`src/rtl/pc_sequencer.sv`:
```
// rtl/pc_sequencer.sv - PC register and single-outstanding instruction-fetch sequencer
// Optional fetch-timeout watchdog is built when PC_SEQ_TIMEOUT_EN is defined.
module pc_sequencer #(
  parameter logic [31:0] RESET_VEC   = 32'h0000_0000,
  parameter int          TIMEOUT_CYC = 16
) (
  input  logic        clk,
  input  logic        rst_n,
  input  logic        jump_valid,
  input  logic [1:0]  jump,
  input  logic [27:0] fjump,
  input  logic [31:0] jumpreg,
  input  logic [31:0] dec_pcadded,
  input  logic        stall,
  input  logic        imem_ack,
  output logic        imem_req,
  output logic [31:0] imem_addr,
  output logic [31:0] pc,
  output logic [31:0] pcadded,
  output logic        inst_valid,
  output logic        flush,
  output logic        link_we,
  output logic [31:0] link_addr,
  output logic        misalign,
  output logic        fetch_err
);

  typedef enum logic [1:0] {
    S_BOOT  = 2'd0,
    S_FETCH = 2'd1,
    S_HOLD  = 2'd2
  } state_t;

  state_t      r_state;
  logic [31:0] r_pc;
  logic        r_pend;
  logic [31:0] r_pend_tgt;
  logic [31:0] r_link_addr;

  logic        w_redirect;
  logic [31:0] w_tgt_raw;
  logic [31:0] w_tgt;
  logic        w_drop;
  logic        w_fetch_live;
  logic        w_ack;
  logic [31:0] w_pc_inc;

  // A jump==0 strobe is a plain sequential instruction and never redirects.
  assign w_redirect = jump_valid && (jump != 2'd0);
  assign w_tgt_raw  = (jump == 2'd2) ? jumpreg : {dec_pcadded[31:28], fjump};
  // Misaligned targets are silently rounded down to the enclosing word.
  assign w_tgt      = {w_tgt_raw[31:2], 2'b00};
  assign w_pc_inc   = r_pc + 32'd4;

  // Request is a decode of the async-reset state flop, so reset drops it at once.
  assign w_fetch_live = (r_state == S_FETCH) && !w_drop;
  assign w_ack        = w_fetch_live && imem_ack;

  assign imem_req   = w_fetch_live;
  assign imem_addr  = r_pc;
  assign pc         = r_pc;
  assign pcadded    = w_pc_inc;
  assign inst_valid = w_ack && !w_redirect && !r_pend;
  assign flush      = (w_ack && (w_redirect || r_pend)) ||
                      ((r_state == S_HOLD) && w_redirect);
  assign link_we    = jump_valid && (jump == 2'd3);
  // The link value is visible in the jal cycle itself, then held.
  assign link_addr  = link_we ? dec_pcadded : r_link_addr;
  assign misalign   = w_redirect && (w_tgt_raw[1:0] != 2'b00);

  // Main fetch FSM: PC update, pending-redirect buffer and link capture.
  always_ff @(posedge clk or negedge rst_n) begin
    if (!rst_n) begin
      r_state     <= S_BOOT;
      r_pc        <= RESET_VEC;
      r_pend      <= 1'b0;
      r_pend_tgt  <= 32'h0;
      r_link_addr <= 32'h0;
    end else begin
      if (link_we) begin
        r_link_addr <= dec_pcadded;
      end
      case (r_state)
        S_BOOT: begin
          if (w_redirect) begin
            r_pc <= w_tgt;
          end
          r_state <= S_FETCH;
        end
        S_FETCH: begin
          if (w_ack) begin
            // A redirect arriving with the ack beats an older buffered one.
            if (w_redirect) begin
              r_pc <= w_tgt;
            end else if (r_pend) begin
              r_pc <= r_pend_tgt;
            end else begin
              r_pc <= w_pc_inc;
            end
            r_pend  <= 1'b0;
            r_state <= stall ? S_HOLD : S_FETCH;
          end else if (w_redirect) begin
            // Address must stay stable until ack; remember the newest target.
            r_pend     <= 1'b1;
            r_pend_tgt <= w_tgt;
          end
        end
        S_HOLD: begin
          if (w_redirect) begin
            r_pc <= w_tgt;
          end
          if (!stall) begin
            r_state <= S_FETCH;
          end
        end
        default: begin
          r_state <= S_BOOT;
        end
      endcase
    end
  end

`ifdef PC_SEQ_TIMEOUT_EN
  logic [7:0] r_timer;
  logic       r_drop;
  logic       r_fetch_err;

  assign w_drop    = r_drop;
  assign fetch_err = r_fetch_err;

  // Watchdog: count unacknowledged fetch cycles, then drop the request for one cycle and reissue.
  always_ff @(posedge clk or negedge rst_n) begin
    if (!rst_n) begin
      r_timer     <= 8'd0;
      r_drop      <= 1'b0;
      r_fetch_err <= 1'b0;
    end else begin
      r_drop <= 1'b0;
      if (w_fetch_live && !imem_ack) begin
        if (r_timer == 8'(TIMEOUT_CYC - 1)) begin
          r_fetch_err <= 1'b1;
          r_drop      <= 1'b1;
          r_timer     <= 8'd0;
        end else begin
          r_timer <= r_timer + 8'd1;
        end
      end else begin
        r_timer <= 8'd0;
      end
    end
  end
`else
  logic w_unused_cfg;

  assign w_drop       = 1'b0;
  assign fetch_err    = 1'b0;
  assign w_unused_cfg = (TIMEOUT_CYC < 2);
`endif

endmodule

```
`config.mk`:
```
export PLATFORM = sky130hd
export DESIGN_NAME = pc_sequencer
export DESIGN_NICKNAME = d
export VERILOG_FILES = /design/src/rtl/pc_sequencer.sv
export SDC_FILE = /design/constraint.sdc
export NUM_CORES = 1
export LEC_CHECK = 0
export ABC_CLOCK_PERIOD_IN_PS = 5000
export CORE_MARGIN = 1
export CORE_UTILIZATION = 48
export CTS_BUF_LIST = sky130_fd_sc_hd__clkbuf_8
export DETAILED_ROUTE_END_ITERATION = 7
export PLACE_DENSITY = 0.85
export SETUP_SLACK_MARGIN = 0.3
export SYNTH_ARGS = -nofsm -noshare
export SYNTH_HDL_FRONTEND = slang
export SYNTH_SLANG_ARGS = --single-unit
```
`constraint.sdc`:
```
create_clock -name clk -period 5 [get_ports clk]
set_input_delay 1.25 -clock clk [delete_from_list [all_inputs] [get_ports clk]]
set_output_delay 1.25 -clock clk [all_outputs]
set_load 0.1 [all_outputs]
```
=== Yosys cells after proc, flatten, opt, wreduce, memory -nomap -nowiden ===
Index checks and enable logic that the tools add are counted.

* Word-level logic and storage cells: 49
* Bits of input ports: 99
* Register bits: 97
* Output and inout bits: 134

* Reductions and logical operators: 22
* Bitwise logic cells: 1
* Equality and inequality tests: 7
* Multiplexer cells: 13
* $add $sub $neg: 1

{| class="wikitable"
|+ Operators with widths
! cell !! count
|-
| $mux W32 || 6
|-
| $pmux W32 S2 || 1
|-
| $add A32 B3 Y32 const B || 1
|-
| $logic_and A1 B1 Y1 || 8
|-
| $reduce_bool A2 Y1 || 4
|-
| $eq A2 B2 Y1 const B || 3
|-
| $mux W2 || 3
|-
| $pmux W2 S3 || 1
|-
| $reduce_and A3 Y1 || 2
|-
| $ne A2 B1 Y1 const B || 2
|-
| $reduce_and A2 Y1 || 2
|-
| $eq A2 B1 Y1 const B || 1
|-
| $logic_not A1 Y1 || 2
|-
| $logic_not A2 Y1 || 1
|-
| $logic_or A1 B1 Y1 || 2
|-
| $mux W1 || 2
|-
| $ne A2 B2 Y1 const B || 1
|-
| $reduce_or A2 Y1 || 1
|-
| $not A1 Y1 || 1
|}

=== Longest topological paths before layout ===
Gate-level depths: netlist (run 1).

* Depth after elaboration: 5
* Mapped depth: 8
* Depth with buffers taken out: 6

=== Worst setup path after synthesis (run 1) ===
Ideal clock, no wire load.

* Kind: input port to output port
* Start: in jump[1]
* End: out misalign
* Stages: 6
* Data required time: 3.750 ns
* Slack: -0.619 ns
* Arrival: 4.369 ns
* Buffers on the path: 3
* Cell sequence: nor2b_1 buf_2 buf_2 buf_2 nor3_1 a211oi_1

* Longest elaborated chain between the ends: 4

{| class="wikitable"
|+ Ends and longest elaborated chain
! what !! line !! source
|-
| start, declared || 10 || <nowiki>input logic [1:0] jump,</nowiki>
|-
| $eq A2 B2 Y1 || 50 || <nowiki>assign w_tgt_raw = (jump == 2'd2) ? jumpreg : {dec_pcadded[31:28], fjump};</nowiki>
|-
| $mux W32 || 50 ||
|-
| $reduce_bool A2 Y1 || 69 || <nowiki>assign misalign = w_redirect && (w_tgt_raw[1:0] != 2'b00);</nowiki>
|-
| $logic_and A1 B1 Y1 * || 69 ||
|-
| end, declared || 24 || <nowiki>output logic misalign,</nowiki>
|}

Mark *: on every way between the ends. The rest lies on a longest branch, timed or not.

=== Final worst setup path (run 1) ===
* Start: reg r_pc[9], in the netlist imem_addr[9]
* End: out pcadded[11]

* Longest elaborated chain between the ends: 1

{| class="wikitable"
|+ Ends and longest elaborated chain
! what !! line !! source
|-
| start, declared || 35 || <nowiki>logic [31:0] r_pc;</nowiki>
|-
| start signal, assigned || 86 || <nowiki>r_pc <= w_tgt;</nowiki>
|-
| start signal, assigned || 94 || <nowiki>r_pc <= w_tgt;</nowiki>
|-
| start signal, assigned || 96 || <nowiki>r_pc <= r_pend_tgt;</nowiki>
|-
| $add A32 B3 Y32 || 53 || <nowiki>assign w_pc_inc = r_pc + 32'd4;</nowiki>
|-
| end, declared || 19 || <nowiki>output logic [31:0] pcadded,</nowiki>
|}

Every way passes these cells.

==> impl_results.md, run 1 <==
* Final WL at 17.7 mm
* CP endpoint kind: output port
* Synth Flop Type: dfrtp_1
* Initial antenna violation count at 0
* Layout Nets at 867
* FF+latch count, synth at 95
* Max cap viols at 0
* Die X at 111 um
* Setup TNS at 0 ns
* Hold Path Stages at 2
* Total DRC errors in the routed layout at 0
* Clock transition at path regs at 0.09 ns
* Area leader, netlist: dfrtp_1
* DP HPWL at 13.2 mm
* Distinct cells, synth at 57
* Crit path from: imem_addr[9]
* Clock Tree Buf Depth at 2
* P&R area growth vs syn at 47.8%
* Detailed-route via count at 5317
* Req. time, crit path at 3.75 ns
* # resized after CTS at 0
* # clock sinks at 95
* Core box area at 11500 sq um
* Post-synth ARST share at 1.00
* Setup-failing EPs final at 0
* Commonest cells after routing, fill and taps aside: 166 x clkdlybuf4s50_1, 95 x dfrtp_1, 52 x a21oi_1
* Post-cts hold buffer count at 0
* Multi-input logic area at 2970 sq um
* Vias in the first global route at 5327
* Initial core utilization at 0.494
* Yosys warnings at 0
* Status: finished clean
* Worst EP arrival at 2.98 ns
* Die ar. at 12200 sq um
* Hold Crit Endpoint: r_pend_tgt[3]
* Post-synthesis sequential area ratio at 0.419
* Critical Path Start Type: flop
* CP Class: reg2out
* Mapped Cells at 587
* Mapped Avg Cell Area at 9.66 sq um
* Port Buffers at 225
* Top-area cell type share of the netlist area at 0.419
* WL met3 at 1.87 mm
* Tmin final at 4.23 ns
* Reg-to-reg critical path startpoint: imem_addr[2]
* Setup repair bufs after CTS at 0
* Post-Route M1 WL at 6.75 mm
* Root Buffer: clkbuf_8
* H-tree Lvls at 3
* Layout cells sized above 1 at 0.191
* Routed Antenna Nets at 0
* Critical path peak fanout at 9
* DR WL/cell at 19.4 um
* R2r worst-path depth at 5
* Skew final at 0.0124 ns
* Area contributors post-synth: dfrtp_1 42%, mux2_2 7.3%, mux2i_1 6.2%, buf_4 4.9%, a21oi_1 4.6%
* Die height at 111 um
* Tcrit/Tclk final at 0.845
* Rel. slew slack at 0.307
* Most common cell after layout, fill and taps aside: clkdlybuf4s50_1
* CTS tree: built
* Number of buffers created by CTS at 9
* Vias per std cell at 5.82
* Synth Cell Area at 5670 sq um
* Congestion Overflow GR at 0
* IO Count at 233
* Final hold vios at 0
* N_diodes at 0
* Filler Cell Count at 824
* Post-synth EDFFs at 0
* F_max at 237 MHz
* 1st-iter DRT viols at 397
* R2r endpoint: imem_addr[24]
* GRT Total Usage at 0.291
* Worst-Skew Late Latency at 0.38 ns
* DR pass1 iterations at 7
* GPL Wtd Cong at 0.959
* Num rows at 39
* Met2 WL at 8.70 mm
* Final Max Tran Viols at 0
* Worst Hold Class: reg2reg
* Worst-margin pin slew at 1.04 ns
* Unrepaired setup endpoints after global routing: false
* First-pass GRT wire length at 28.2 mm
* Hold_sp: r_pend_tgt[3]
* Largest net degree at the start of global routing at 69
* Top sig layer: met4
* Register area at 2380 sq um
* R2R Setup Slk at 2.54 ns
==> final cells by class <==
| class | count | area share |
|---|---|---|
| clock buffers | 9 | 0.0148 |
| well taps | 143 | 0.0213 |
| repair buffers | 238 | 0.315 |
| clock inverters | 5 | 0.00911 |
| flip-flops and latches | 95 | 0.284 |
| multi-input cells | 418 | 0.354 |
| inverters | 5 | 0.00224 |
==> cells in the mapped netlist (10+ instances only) <==
cell type,n
dfrtp_1,95
a21oi_1,52
nor2_1,50
nand2_1,40
buf_4,37
mux2_2,37
mux2i_1,35
clkbuf_1,27
nand3_1,18
xnor2_1,17
o21ai_0,15
nand3b_1,14
nor3_1,12
xor2_1,11
buf_2,10
nand4_1,10
==> routing by layer <==
layer,up-vias,GRT usage
met5,-,0
met4,0,0.101
met3,38,0.0744
met2,333,0.489
met1,2533,0.363
li1,2413,-
==> worst max path at each step <==
stage | slack (ns) | cells past startpoint | end
6_report | 0.77 | 4 | pcadded[11]
2_1_floorplan | 0.13 | 5 | pcadded[16]
4_1_cts | 0.79 | 4 | pcadded[11]
3_3_place_gp | 0.91 | 5 | link_addr[20]
5_1_grt | 0.61 | 4 | pcadded[11]
3_5_place_dp | 0.86 | 5 | link_addr[14]
==> kinds of logic (layout without fill, tap and decap cells) <==
logic type                 after synthesis  count (layout)  share of synthesized area
muxes                                   72              72                      0.135
AOI/OAI and AO/OA                      121             121                      0.138
DFF                                     95              95                      0.419
and+or+nand+nor                        189             189                      0.180
buffers and inverters                   80             257                     0.0810
other                                    1               7                   0.000661
xor gates and xnor gates                28              28                     0.0433
adders and majority gates                1               1                    0.00221
==> worst max-delay path, stage by stage (launching register included) <==
cell	delay [ns]
dfrtp_1	0.60
and2_0	0.38
nand3_1	0.28
xnor2_1	0.20
clkdlybuf4s50_1	1.15
==> stage by stage <==
stage | worst slack, ns | utilization | hold slack, ns | cells | cell area (sq um)
after floorplan | 0.135 | - | 0.486 | 593 | 5790
after global placement | 0.914 | 0.713 | 0.500 | 899 | 8180
after detailed placement | 0.864 | 0.713 | 0.515 | 899 | 8180
after CTS | 0.788 | 0.731 | 0.534 | 913 | 8380
after global routing | 0.606 | 0.731 | 0.553 | 913 | 8380
final | 0.773 | 0.731 | 0.536 | 913 | 8380
==> flip-flops by register name, indices dropped and copies added (netlist names) <==
| register | cells |
|---|---|
| r_link_addr | 32 |
| imem_addr | 30 |
| r_pend_tgt | 30 |
| r_state | 2 |
| r_pend | 1 |
Power of run 1 is left out: the tool's default activity adds up to more than one toggle a clock period on the data nets, which glitch-free logic cannot reach.
==> run 2: changes to the inputs <==
--- a/config.mk
+++ b/config.mk
@@ -5,12 +5,12 @@
 export SDC_FILE = /design/constraint.sdc
 export NUM_CORES = 1
 export LEC_CHECK = 0
-export ABC_CLOCK_PERIOD_IN_PS = 5000
+export ABC_CLOCK_PERIOD_IN_PS = 4080
 export CORE_MARGIN = 1
-export CORE_UTILIZATION = 48
+export CORE_UTILIZATION = 45
 export CTS_BUF_LIST = sky130_fd_sc_hd__clkbuf_8
 export DETAILED_ROUTE_END_ITERATION = 7
-export PLACE_DENSITY = 0.85
+export PLACE_DENSITY = 0.8
 export SETUP_SLACK_MARGIN = 0.3
 export SYNTH_ARGS = -nofsm -noshare
 export SYNTH_HDL_FRONTEND = slang
==> constraint.sdc (replaced) <==
create_clock -name clk -period 4.08 [get_ports clk]
set_input_delay 1.02 -clock clk [delete_from_list [all_inputs] [get_ports clk]]
set_output_delay 1.02 -clock clk [all_outputs]
set_load 0.1 [all_outputs]
==> run 2 against run 1 <==
Effect of this change: core utilization fell by 1.4 points; flip-flop and latch count did not move; sequential share of layout area fell by 0.73 points; register-to-register slack got worse by 0.85 ns; critical path depth rose by 3; final cell count rose by 3.6%; worst hold slack barely moved; clock skew barely moved; highest routed layer unchanged.
==> impl_results.md, run 2 (synthesis gave the netlist of run 1 again) <==
* N_diodes at 0
* Critical path peak fanout at 9
* DR pass1 iterations at 5
* Final hold vios at 0
* CP Class: reg2out
* Max reg flops at 32
* Final Max Tran Viols at 0
* Vias per std cell at 5.60
* Clock transition at path regs at 0.11 ns
* Worst-path cell chain: ha_1 > nand3_1 > or4_4 > buf_4 > nor3_4 > xor2_2 > buf_12
* Tcrit/Tclk final at 0.908
* Req. time, crit path at 3.06 ns
* Grt met1 use at 0.340
* Most flops, register: r_link_addr
* Setup-failing EPs final at 0
* Layer with the highest usage: met2
* Clock Tree Buf Depth at 2
* Initial antenna violation count at 0
* Filler Cell Count at 875
* GRT Total Usage at 0.277
* F_max at 270 MHz
* Hold_sp: r_pend_tgt[3]
* Number of buffers created by CTS at 9
* Critical Path Start Type: flop
* Routed Antenna Nets at 0
* Skew final at 0.0126 ns
* Layout Utilization at 0.717
* Dpl cell area at 8480 sq um
* Worst Hold Class: reg2reg
* Commonest cells after routing, fill and taps aside: 158 x clkdlybuf4s50_1, 73 x dfrtp_1, 52 x a21oi_1
* Die height at 114 um
* Met3 Use GR at 0.0805
* H-tree Lvls at 3
* Congestion Overflow GR at 0
* Port Buffers at 225
* Rel. slew slack at 0.327
* Detailed-route via count at 5293
* Max cap viols at 0
* Status: finished clean
* Die ar. at 13100 sq um
* Vias in the first global route at 5346
* Post-cts hold buffer count at 0
* Num rows at 40
* # clock sinks at 95
* Hold Crit Endpoint: r_pend_tgt[3]
* Largest net degree at the start of global routing at 73
* IO Count at 233
* Setup repair bufs after CTS at 0
* Reg-to-reg critical path startpoint: r_pend
* Total DRC errors in the routed layout at 0
* First-pass GRT wire length at 27.8 mm
* Worst EP arrival at 2.68 ns
* CP peak stage delay at 0.49 ns
* GPL Wtd Cong at 0.966
* Initial core utilization at 0.466
* Worst-margin pin slew at 1.01 ns
* DP HPWL at 13.1 mm
* R2R Setup Slk at 1.69 ns
* Setup ws final at 0.377 ns
* Top delay family on crit path: simple AND/OR/NAND/NOR gates
* Worst Path Buf+Inv at 2
* GR Util met2 at 0.463
* P&R area growth vs syn at 53.8%
* DR WL/cell at 18.5 um
* 1st-iter DRT viols at 384
* Final instance area at 8720 sq um
* R2r worst-path depth at 5
* Hold Path Stages at 2
* R2r endpoint: imem_addr[11]
* Worst-Skew Late Latency at 0.39 ns
* Pre-CTS WS at 0.540 ns
* Unrepaired setup endpoints after global routing: false
* Layout cells sized above 1 at 0.254
* Core box area at 12200 sq um
* CTS tree: built
* Final WL at 17.5 mm
* Layout Nets at 873
* Most common cell after layout, fill and taps aside: clkdlybuf4s50_1
* CP endpoint kind: output port
* Root Buffer: clkbuf_8
* Tmin final at 3.70 ns
* Die X at 114 um
* Slowest cell on crit path: dfrtp_4
-- run 2: cell count changes in the layout (fill, tap and decap cells not counted), sizes merged --
cell and delta:
clkinv +1, inv +1, clkdlybuf4s50 -8, buf +14
-- run 2: repair_timing --
item | CTS | global route
resized for setup | 1 | 1
pin swaps | 0 | 0
endpoints found under the setup margin | 1 | 3
-- run 2: layer usage --
metal  vias up  part of all wire
li1       2425                 -
met1      2525              0.38
met2       320              0.50
met3        23              0.11
met4         0             0.017
met5         -                 0
-- run 2: worst max-delay path by stage --
| stage | from | to | cells past startpoint |
|---|---|---|---|
| global placement | jump[0] | link_addr[21] | 5 |
| CTS | imem_addr[2] | pcadded[18] | 7 |
| floorplan | jump[1] | misalign | 6 |
| finish | imem_addr[2] | pcadded[18] | 7 |
| global route | imem_addr[2] | pcadded[18] | 7 |
| detailed placement | jump[0] | link_addr[19] | 5 |
-- run 2: final cells by class --
cell class	count	area, sq um	area share
Multi-Input combinational cell	418	3100	0.356
Timing Repair Buffer	244	2750	0.316
Sequential cell	95	2410	0.276
Tap cell	168	210	0.0241
Clock buffer	9	124	0.0142
Clock inverter	7	105	0.0121
Inverter	5	18.8	0.00215
-- run 2: metrics by stage --
stage,std cells,hold WS [ns],setup TNS (ns)
after global placement,930,0.500,0
after CTS,946,0.538,0
after floorplan,593,0.486,-0.132
after global routing,946,0.557,0
after detailed placement,930,0.517,0
final,946,0.536,0
-- run 2: worst reg2reg max path, delay by kind of cell (launching register included) --
family	cells	cell delay, ns
and+or+nand+nor	2	0.69
buffers and inverters	1	0.40
AOI/OAI and AO/OA	2	0.51
DFF	1	0.74
Power of run 2 is left out for the same reason.
